**src/rtl/riscv_pkg.sv**
```systemverilog
// Shared RISC-V opcode constants, immediate format codes and skid-buffer states.
// Consumed by imm_extract and imm_decode_stage.
package riscv_pkg;

   localparam logic [6:0] OPC_LOAD   = 7'b0000011;
   localparam logic [6:0] OPC_OP_IMM = 7'b0010011;
   localparam logic [6:0] OPC_JALR   = 7'b1100111;
   localparam logic [6:0] OPC_SYSTEM = 7'b1110011;
   localparam logic [6:0] OPC_STORE  = 7'b0100011;
   localparam logic [6:0] OPC_BRANCH = 7'b1100011;
   localparam logic [6:0] OPC_LUI    = 7'b0110111;
   localparam logic [6:0] OPC_AUIPC  = 7'b0010111;
   localparam logic [6:0] OPC_JAL    = 7'b1101111;

   localparam logic [2:0] F3_SLLI = 3'b001;
   localparam logic [2:0] F3_SRXI = 3'b101;

   typedef enum logic [2:0] {
      FMT_NONE = 3'd0,
      FMT_I    = 3'd1,
      FMT_S    = 3'd2,
      FMT_B    = 3'd3,
      FMT_U    = 3'd4,
      FMT_J    = 3'd5
   } imm_fmt_e;

   typedef enum logic [1:0] {
      ST_EMPTY = 2'd0,
      ST_ONE   = 2'd1,
      ST_TWO   = 2'd2
   } skid_state_e;

   // Immediate shifts carry a zero-extended shamt instead of a signed immediate.
   function automatic logic is_shift_imm(input logic [31:0] instr);
      return (instr[6:0] == OPC_OP_IMM) &&
             ((instr[14:12] == F3_SLLI) || (instr[14:12] == F3_SRXI));
   endfunction

endpackage

```
**src/rtl/imm_extract.sv**
```systemverilog
// Combinational format classification and immediate extraction for one
// 32-bit RISC-V instruction, sign-extended to XLEN (32 or 64).
module imm_extract
   import riscv_pkg::*;
#(
   parameter int XLEN = 32
) (
   input  logic [31:0]     instr,
   output imm_fmt_e        fmt,
   output logic [XLEN-1:0] imm
);

   imm_fmt_e    fmt_s;
   logic [31:0] raw_s;

   // Opcode to immediate format
   always_comb begin
      fmt_s = FMT_NONE;
      case (instr[6:0])
         OPC_LOAD, OPC_OP_IMM, OPC_JALR, OPC_SYSTEM: fmt_s = FMT_I;
         OPC_STORE:                                  fmt_s = FMT_S;
         OPC_BRANCH:                                 fmt_s = FMT_B;
         OPC_LUI, OPC_AUIPC:                         fmt_s = FMT_U;
         OPC_JAL:                                    fmt_s = FMT_J;
         default:                                    fmt_s = FMT_NONE;
      endcase
   end

   // 32-bit immediate, already sign-correct in bit 31 for the widening below
   always_comb begin
      raw_s = 32'd0;
      case (fmt_s)
         FMT_I: begin
            if (is_shift_imm(instr)) begin
               if (XLEN == 64) begin
                  raw_s = {26'd0, instr[25:20]};
               end else begin
                  raw_s = {27'd0, instr[24:20]};
               end
            end else begin
               raw_s = {{20{instr[31]}}, instr[31:20]};
            end
         end
         FMT_S:   raw_s = {{20{instr[31]}}, instr[31:25], instr[11:7]};
         FMT_B:   raw_s = {{19{instr[31]}}, instr[31], instr[7], instr[30:25],
                           instr[11:8], 1'b0};
         FMT_U:   raw_s = {instr[31:12], 12'd0};
         FMT_J:   raw_s = {{11{instr[31]}}, instr[31], instr[19:12], instr[20],
                           instr[30:21], 1'b0};
         default: raw_s = 32'd0;
      endcase
   end

   assign fmt = fmt_s;

   generate
      if (XLEN == 64) begin : g_xlen64
         assign imm = {{32{raw_s[31]}}, raw_s};
      end else begin : g_xlen32
         assign imm = raw_s;
      end
   endgenerate

endmodule

```
**src/rtl/imm_decode_stage.sv**
```systemverilog
// Immediate decode pipeline stage: imm_extract feeding a 2-entry skid buffer
// with registered outputs. Define IMM_DECODE_ILLEGAL_EN to add out_illegal.
module imm_decode_stage
   import riscv_pkg::*;
#(
   parameter int XLEN  = 32,
   parameter int TAG_W = 32
) (
   input  logic             clk,
   input  logic             reset,
   input  logic             in_valid,
   output logic             in_ready,
   input  logic [31:0]      in_instr,
   input  logic [TAG_W-1:0] in_tag,
   output logic             out_valid,
   input  logic             out_ready,
   output logic [XLEN-1:0]  out_imm,
   output logic [2:0]       out_fmt,
   output logic [TAG_W-1:0] out_tag
`ifdef IMM_DECODE_ILLEGAL_EN
   ,
   output logic             out_illegal
`endif
);

   imm_fmt_e        ext_fmt_s;
   logic [XLEN-1:0] ext_imm_s;
   logic [2:0]      dec_fmt_s;
   logic [XLEN-1:0] dec_imm_s;

   skid_state_e      state_r;
   skid_state_e      state_nxt_s;
   logic             in_ready_r;
   logic             out_valid_r;
   logic [XLEN-1:0]  head_imm_r;
   logic [2:0]       head_fmt_r;
   logic [TAG_W-1:0] head_tag_r;
   logic [XLEN-1:0]  skid_imm_r;
   logic [2:0]       skid_fmt_r;
   logic [TAG_W-1:0] skid_tag_r;

   logic accept_s;
   logic drain_s;
   logic load_head_in_s;
   logic load_head_skid_s;
   logic load_skid_s;

   imm_extract #(
      .XLEN (XLEN)
   ) u_extract (
      .instr (in_instr),
      .fmt   (ext_fmt_s),
      .imm   (ext_imm_s)
   );

`ifdef IMM_DECODE_ILLEGAL_EN
   logic dec_ill_s;
   logic head_ill_r;
   logic skid_ill_r;

   // Unknown opcodes and compressed-length encodings are flagged and zeroed
   always_comb begin
      dec_ill_s = (ext_fmt_s == FMT_NONE) || (in_instr[1:0] != 2'b11);
      if (dec_ill_s) begin
         dec_fmt_s = FMT_NONE;
         dec_imm_s = '0;
      end else begin
         dec_fmt_s = ext_fmt_s;
         dec_imm_s = ext_imm_s;
      end
   end
`else
   // Decoded payload passes straight through; NONE already carries a zero imm
   always_comb begin
      dec_fmt_s = ext_fmt_s;
      dec_imm_s = ext_imm_s;
   end
`endif

   assign accept_s = in_valid && in_ready_r;
   assign drain_s  = out_valid_r && out_ready;

   // Skid-buffer next state and datapath load selects
   always_comb begin
      state_nxt_s      = state_r;
      load_head_in_s   = 1'b0;
      load_head_skid_s = 1'b0;
      load_skid_s      = 1'b0;
      case (state_r)
         ST_EMPTY: begin
            if (accept_s) begin
               state_nxt_s    = ST_ONE;
               load_head_in_s = 1'b1;
            end else begin
               state_nxt_s = ST_EMPTY;
            end
         end
         ST_ONE: begin
            if (accept_s && drain_s) begin
               state_nxt_s    = ST_ONE;
               load_head_in_s = 1'b1;
            end else if (accept_s) begin
               state_nxt_s = ST_TWO;
               load_skid_s = 1'b1;
            end else if (drain_s) begin
               state_nxt_s = ST_EMPTY;
            end else begin
               state_nxt_s = ST_ONE;
            end
         end
         ST_TWO: begin
            if (drain_s) begin
               state_nxt_s      = ST_ONE;
               load_head_skid_s = 1'b1;
            end else begin
               state_nxt_s = ST_TWO;
            end
         end
         default: state_nxt_s = ST_EMPTY;
      endcase
   end

   // State, handshake flags and payload registers; in_ready looks only at next state
   always_ff @(posedge clk) begin
      if (reset) begin
         state_r     <= ST_EMPTY;
         in_ready_r  <= 1'b0;
         out_valid_r <= 1'b0;
         head_imm_r  <= '0;
         head_fmt_r  <= 3'd0;
         head_tag_r  <= '0;
         skid_imm_r  <= '0;
         skid_fmt_r  <= 3'd0;
         skid_tag_r  <= '0;
      end else begin
         state_r     <= state_nxt_s;
         in_ready_r  <= (state_nxt_s != ST_TWO);
         out_valid_r <= (state_nxt_s != ST_EMPTY);
         if (load_head_in_s) begin
            head_imm_r <= dec_imm_s;
            head_fmt_r <= dec_fmt_s;
            head_tag_r <= in_tag;
         end else if (load_head_skid_s) begin
            head_imm_r <= skid_imm_r;
            head_fmt_r <= skid_fmt_r;
            head_tag_r <= skid_tag_r;
         end
         if (load_skid_s) begin
            skid_imm_r <= dec_imm_s;
            skid_fmt_r <= dec_fmt_s;
            skid_tag_r <= in_tag;
         end
      end
   end

`ifdef IMM_DECODE_ILLEGAL_EN
   // Illegal flag travels with its entry through the same two slots
   always_ff @(posedge clk) begin
      if (reset) begin
         head_ill_r <= 1'b0;
         skid_ill_r <= 1'b0;
      end else begin
         if (load_head_in_s) begin
            head_ill_r <= dec_ill_s;
         end else if (load_head_skid_s) begin
            head_ill_r <= skid_ill_r;
         end
         if (load_skid_s) begin
            skid_ill_r <= dec_ill_s;
         end
      end
   end

   assign out_illegal = head_ill_r;
`endif

   assign in_ready  = in_ready_r;
   assign out_valid = out_valid_r;
   assign out_imm   = head_imm_r;
   assign out_fmt   = head_fmt_r;
   assign out_tag   = head_tag_r;

endmodule
```
**config.mk**
```make
export PLATFORM = sky130hd
export DESIGN_NAME = imm_decode_stage
export DESIGN_NICKNAME = d
export VERILOG_FILES = /design/src/rtl/riscv_pkg.sv /design/src/rtl/imm_extract.sv /design/src/rtl/imm_decode_stage.sv
export SDC_FILE = /design/constraint.sdc
export NUM_CORES = 1
export LEC_CHECK = 0
export ABC_AREA = 1
export CAP_MARGIN = 20
export CELL_PAD_IN_SITES_DETAIL_PLACEMENT = 1
export CELL_PAD_IN_SITES_GLOBAL_PLACEMENT = 1
export CORE_MARGIN = 2
export CORE_UTILIZATION = 36
export DETAILED_ROUTE_END_ITERATION = 10
export HOLD_SLACK_MARGIN = 0.02
export PLACE_DENSITY_LB_ADDON = 0.1
export SYNTH_ARGS = -nofsm -noshare
export SYNTH_HDL_FRONTEND = slang
export SYNTH_SLANG_ARGS = --single-unit
```
**constraint.sdc**
```tcl
create_clock -name clk -period 3.3 [get_ports clk]
set_input_delay 0.66 -clock clk [delete_from_list [all_inputs] [get_ports clk]]
set_output_delay 0.66 -clock clk [all_outputs]
set_load 0.02 [all_outputs]
```
==> results of run 1 <==
flip-flops by register name, summed over array words and instances, names as in the netlist:
name / flops
out_fmt: 3
skid_fmt_r: 3
in_ready: 1
out_imm: 32
state_r: 2
skid_imm_r: 32
out_valid: 1
skid_tag_r: 32
out_tag: 32
logic make-up (layout without fill, tap and decap cells):
logic type,count (synthesis),after routing,share of synthesized area [%]
compound gates,203,203,21.90
fa+ha+maj,3,3,0.6441
buf+inv,103,232,7.213
flops,138,138,47.40
simple gates,314,314,22.84
stage by stage:
| step | cell area (um2) | hold slack [ns] | power (mW) |
|---|---|---|---|
| floorplan | 5828 | 0.4454 | 2.188 |
| global placement | 7368 | 0.4516 | 2.501 |
| detailed placement | 7368 | 0.4598 | 2.528 |
| CTS | 7996 | 0.4692 | 4.561 |
| global route | 7996 | 0.4861 | 4.701 |
| finish | 7996 | 0.4668 | 4.519 |
power breakdown:
group	total [mW]	internal, mW	switching [mW]
Combinational	0.667	0.286	0.380
Clock	2.03	1.30	0.730
Sequential	1.82	1.77	0.0558
Total	4.52	3.35	1.17
metal layers:
metal / vias up / routed length [um]
li1: 2806 / -
met1: 2907 / 8402
met2: 163 / 9916
met3: 21 / 1022
met4: 0 / 249
met5: - / 0
path summary, 6_finish.rpt:
check | from | to | cells past startpoint
max | in_instr[1] | out_imm[29] | 14
min | skid_tag_r[19] | skid_tag_r[19] | 2
max reg2reg | out_valid | out_valid | 7
min reg2reg | skid_tag_r[19] | skid_tag_r[19] | 2
worst register-to-register path, cell delays in order, from the launching register on:
cell	delay [ns]
dfxtp_1	0.34
nand2_1	0.15
ha_1	0.23
nand3_2	0.08
buf_4	0.49
o21ai_0	0.24
inv_1	0.14
o21ai_0	0.08
Yosys cell counts, drive strengths merged:
library cell,instances,area share [%]
a211oi,1,0.13
a21oi,87,7.5
a221oi,1,0.15
a22oi,22,2.8
buf,16,1.6
clkbuf,40,2.6
clkinv,2,0.13
dfxtp,138,47
ha,3,0.64
inv,45,2.9
nand2,172,12
nand3,49,4.3
nand4,8,0.86
nor2,82,5.4
nor3,2,0.36
o211ai,2,0.26
o21ai,45,3.9
o21bai,13,2.4
o221ai,32,4.8
or2,1,0.11
layout make-up:
class	count	share of cell area, %
Sequential cell	138	34.55
Multi-Input combinational cell	520	33.14
Timing Repair Buffer	153	18.87
Clock buffer	20	5.711
Tap cell	216	3.380
Inverter	47	2.206
Clock inverter	12	2.144
==> results.json, run 1 <==
{
  "status": "finished clean",
  "antenna_cells": 0,
  "cellLeakagePower_nw": 3.138,
  "track_usage_pct": 23.12,
  "cp_num_buf_inv": 3,
  "min_period_over_period_pct": 81.60,
  "wl_per_cell_um": 17.71,
  "yosysWarnings": 0,
  "viasPerCell": 5.332,
  "finish.net_count": 948,
  "relSlewSlack_pct": 51.16,
  "die_x_um": 131.2,
  "grt.busiest_layer": "met2",
  "rsz0062_at_grt": "false",
  "num_io_pins": 137,
  "pre_cts_slack_ns": 0.1653,
  "power_density_mw_per_mm2": 565.1,
  "tritoncts": "built",
  "utilization_pct": 50.52,
  "required_ns": 3.65,
  "detailed_place_hpwl_um": 12560,
  "clkLatencyLatePin_ns": 0.43,
  "grt-ovfl-total": 0,
  "drt_pass1_iterations": 4,
  "gp_routability_congestion": 0.8399,
  "wirelength_um": 19590,
  "cts_buffers": 17,
  "synth_seq_area_share_pct": 47.40,
  "portBuffers": 136,
  "synth_cell_types": 30,
  "layout_min_cycle_time_ns": 2.693,
  "cp.arrival_ns": 3.04,
  "netlist_instances": 761,
  "ctsHoldBuffers": 0,
  "regArea_mm2": 0.002763,
  "cpPeakStageDelay_ns": 0.46,
  "final_cells": 1106,
  "cts_resized": 0,
  "cpLargestDelayFamily": "simple AND/OR/NAND/NOR gates",
  "finalMaxSlewViolations": 0,
  "die-area_mm2": 0.01722,
  "max-cap-violations": 0,
  "first_global_vias": 6257,
  "synth_nets": 832,
  "grt_max_degree": 80,
  "clk_pin_slew_worst_paths_ns": 0.06,
  "synth_seq_cells": 138,
  "syn_avg_cell_area_um2": 7.658,
  "multi_input_area_mm2": 0.002650,
  "grt_util_met1_pct": 27.60,
  "netlist_area_mm2": 0.005828,
  "worst_pin_slew_ns": 0.7325,
  "setup_violations": 0,
  "fin_tns_setup_ns": 0,
  "dp.cells": 1074,
  "fin_ws_ns": 0.6071,
  "grt_first_pass_wirelength_um": 32200,
  "fmax_ghz": 0.3713,
  "mostFrequentLayoutCells": "156 x nand2_1, 138 x dfxtp_1, 135 x clkdlybuf4s50_1",
  "start_kind": "input pin",
  "crit_top_cell": "nand2_1",
  "grt_antenna_before_repair": 0,
  "initial_core_util_pct": 36.82,
  "slowest_stage": "clkdlybuf4s50_1",
  "cts_root_buf": "clkbuf_16",
  "critPathCaptureType": "flip-flop",
  "num_vias": 5897,
  "grt_use_met2_pct": 40.85,
  "drc_errors": 0,
  "drt_iter0_markers": 295,
  "path_class": "in -> reg",
  "drive_above_1_share_pct": 9.888,
  "final_common_cell": "nand2_1",
  "clock-sinks": 138,
  "fin_skew_ns": 0.007823,
  "crit_chain": "clkdlybuf4s50_1 -> nand2_1 -> inv_2 -> nand2_1 -> nor3_4 -> inv_1 -> ha_1 -> nand3_1 -> nand2_2 -> nor2_2 -> nand3_1 -> nand2_2 -> nand2_1 -> a21oi_1",
  "post-cts-setup-buffers": 0,
  "fill_cells": 1902,
  "htreeDepth": 4,
  "grt_use_met3_pct": 5.826,
  "crit_path_max_fanout": 12,
  "rows": 46,
  "clock_path_buffers": 2,
  "coreArea_mm2": 0.01583,
  "hold_class": "reg -> reg",
  "reg2reg_slack_ns": 1.40,
  "area_delta_synth_final_pct": 37.20,
  "detail-route-antenna-nets": 0,
  "die_h_um": 131.2,
  "hold_viol_final": 0,
  "vdd_drop_max_mv": 0.3466
}
No activity file was read; power rests on OpenSTA's default activity.
==> run 2: changes to the inputs <==
==> constraint.sdc (replaced) <==
create_clock -name clk -period 2.8 [get_ports clk]
set_input_delay 0.56 -clock clk [delete_from_list [all_inputs] [get_ports clk]]
set_output_delay 0.56 -clock clk [all_outputs]
set_load 0.02 [all_outputs]
==> run 2 against run 1 <==
Total power increased by 16%; cell area rose by 1.1%; worst setup slack got worse by 0.29 ns; sequential power grew 18%; critical path depth rose by 1; sequential share of layout area decreased by 0.36 points; critical path type unchanged; highest routed layer unchanged.
==> results.json, run 2 (synthesized netlist as in run 1, its figures left out) <==
{
  "fmax_ghz": 0.4021,
  "final_common_cell": "nand2_1",
  "startpoint": "in_instr[0]",
  "layout_min_cycle_time_ns": 2.487,
  "coreArea_mm2": 0.01583,
  "cp_num_buf_inv": 5,
  "detail-route-antenna-nets": 0,
  "track_usage_pct": 22.69,
  "power.total_mw": 5.257,
  "utilization_pct": 51.06,
  "detailed_place_hpwl_um": 12530,
  "die_h_um": 131.2,
  "start_kind": "input pin",
  "fill_cells": 1852,
  "cpPeakStageDelay_ns": 0.46,
  "ctsHoldBuffers": 0,
  "crit_top_cell": "nand2_1",
  "portBuffers": 136,
  "htreeDepth": 4,
  "design_area_mm2": 0.008082,
  "fin_ws_ns": 0.3132,
  "rsz0062_at_grt": "false",
  "grt_antenna_before_repair": 0,
  "initial_core_util_pct": 36.82,
  "viasPerCell": 5.292,
  "vdd_drop_max_mv": 0.4902,
  "finalMaxSlewViolations": 0,
  "slowest_stage": "clkdlybuf4s50_1",
  "crit_chain": "clkdlybuf4s50_1 -> nand2_1 -> inv_2 -> nand2_1 -> nor3_4 -> inv_1 -> ha_1 -> nor2_1 -> nand2_1 -> inv_1 -> nor2_1 -> o21bai_2 -> buf_4 -> nand4_1 -> a21oi_1",
  "worst_pin_slew_ns": 0.7063,
  "hold_viol_final": 0,
  "grt_max_degree": 60,
  "dp.cells": 1084,
  "rows": 46,
  "setup_violations": 0,
  "cpLargestDelayFamily": "buffers and inverters",
  "wl_per_cell_um": 17.23,
  "max-cap-violations": 0,
  "clock_path_buffers": 2,
  "gp_routability_congestion": 0.8565,
  "relSlewSlack_pct": 52.92,
  "cellLeakagePower_nw": 3.192,
  "clock-sinks": 138,
  "area_delta_synth_final_pct": 38.66,
  "antenna_cells": 0,
  "crit_path_max_fanout": 12,
  "cts_root_buf": "clkbuf_16",
  "pre_cts_slack_ns": -0.1005,
  "dpl_cell_area_mm2": 0.007468,
  "min_period_over_period_pct": 88.82,
  "post-cts-setup-buffers": 0,
  "final_cells": 1116,
  "finish.net_count": 958,
  "first_global_vias": 6337,
  "drive_above_1_share_pct": 11.00,
  "worstHoldStart": "skid_tag_r[4]",
  "grt-ovfl-total": 0,
  "drt_pass1_iterations": 4,
  "worstReg2RegStart": "out_valid",
  "clk_pin_slew_worst_paths_ns": 0.06,
  "die-area_mm2": 0.01722,
  "mostFrequentLayoutCells": "156 x nand2_1, 138 x dfxtp_1, 135 x clkdlybuf4s50_1",
  "required_ns": 3.15,
  "power_density_mw_per_mm2": 650.5,
  "die_x_um": 131.2,
  "hold_class": "reg -> reg",
  "grt_first_pass_wirelength_um": 31570,
  "num_vias": 5906,
  "critPathCaptureType": "flip-flop",
  "cp.arrival_ns": 2.83,
  "num_io_pins": 137,
  "cts_buffers": 17,
  "wirelength_um": 19230,
  "status": "finished clean",
  "drc_errors": 0,
  "clkLatencyLatePin_ns": 0.43,
  "cts_resized": 0,
  "path_class": "in -> reg",
  "drt_iter0_markers": 333,
  "tritoncts": "built",
  "fin_skew_ns": 0.009552
}
## run 2: cell types whose count changed in the layout (fill, tap and decap cells not counted), sizes merged
cell / delta
buf: +10
bufinv: -1
clkinv: +1
## run 2: area by class of cell
type / instances / area, um2 / area share [%]
tap: 216 / 270.3 / 3.344
clock buffer: 20 / 466.7 / 5.775
sequential: 138 / 2763 / 34.18
multi-input combinational: 520 / 2650 / 32.79
inverter: 47 / 176.4 / 2.183
clock inverter: 12 / 146.4 / 1.811
timing repair buffer: 163 / 1609 / 19.91
## run 2: metal layers
layer / global-route usage [%] / vias up / routed length, um
met4: 6.703 / 0 / 233
met3: 6.211 / 21 / 944
met5: 0 / - / 0
li1: - / 2833 / -
met1: 26.67 / 2906 / 8259
met2: 40.35 / 146 / 9790
## run 2: path summary, 6_finish.rpt
kind                            depth (start not counted)  slack, ns             to
worst max-delay path                                   15       0.31     out_imm[6]
worst min-delay path                                    2       0.47  skid_tag_r[4]
worst max register to register                         10       0.96     out_fmt[1]
worst min register to register                          2       0.47  skid_tag_r[4]
## run 2: report_power, final
part | internal, mW | switching (mW)
Clock | 1.46 | 0.855
Sequential | 2.08 | 0.0651
Combinational | 0.347 | 0.446
Total | 3.89 | 1.37
## run 2: stage by stage
stage          hold slack (ns)  TNS, ns
5_1_grt                 0.4892        0
6_report                0.4674        0
3_3_place_gp            0.4515        0
3_5_place_dp            0.4594   -1.099
4_1_cts                 0.4681        0
2_1_floorplan           0.4454        0
## run 2: worst reg2reg max path, stage by stage (launching register included)
cell and delay (ns):
dfxtp_1 0.34, nand2_1 0.13, inv_1 0.10, ha_1 0.15, nand3_1 0.07, nand2_1 0.10
clkinv_1 0.10, nand2_1 0.09, buf_4 0.37, nor2_1 0.09, a211oi_1 0.22
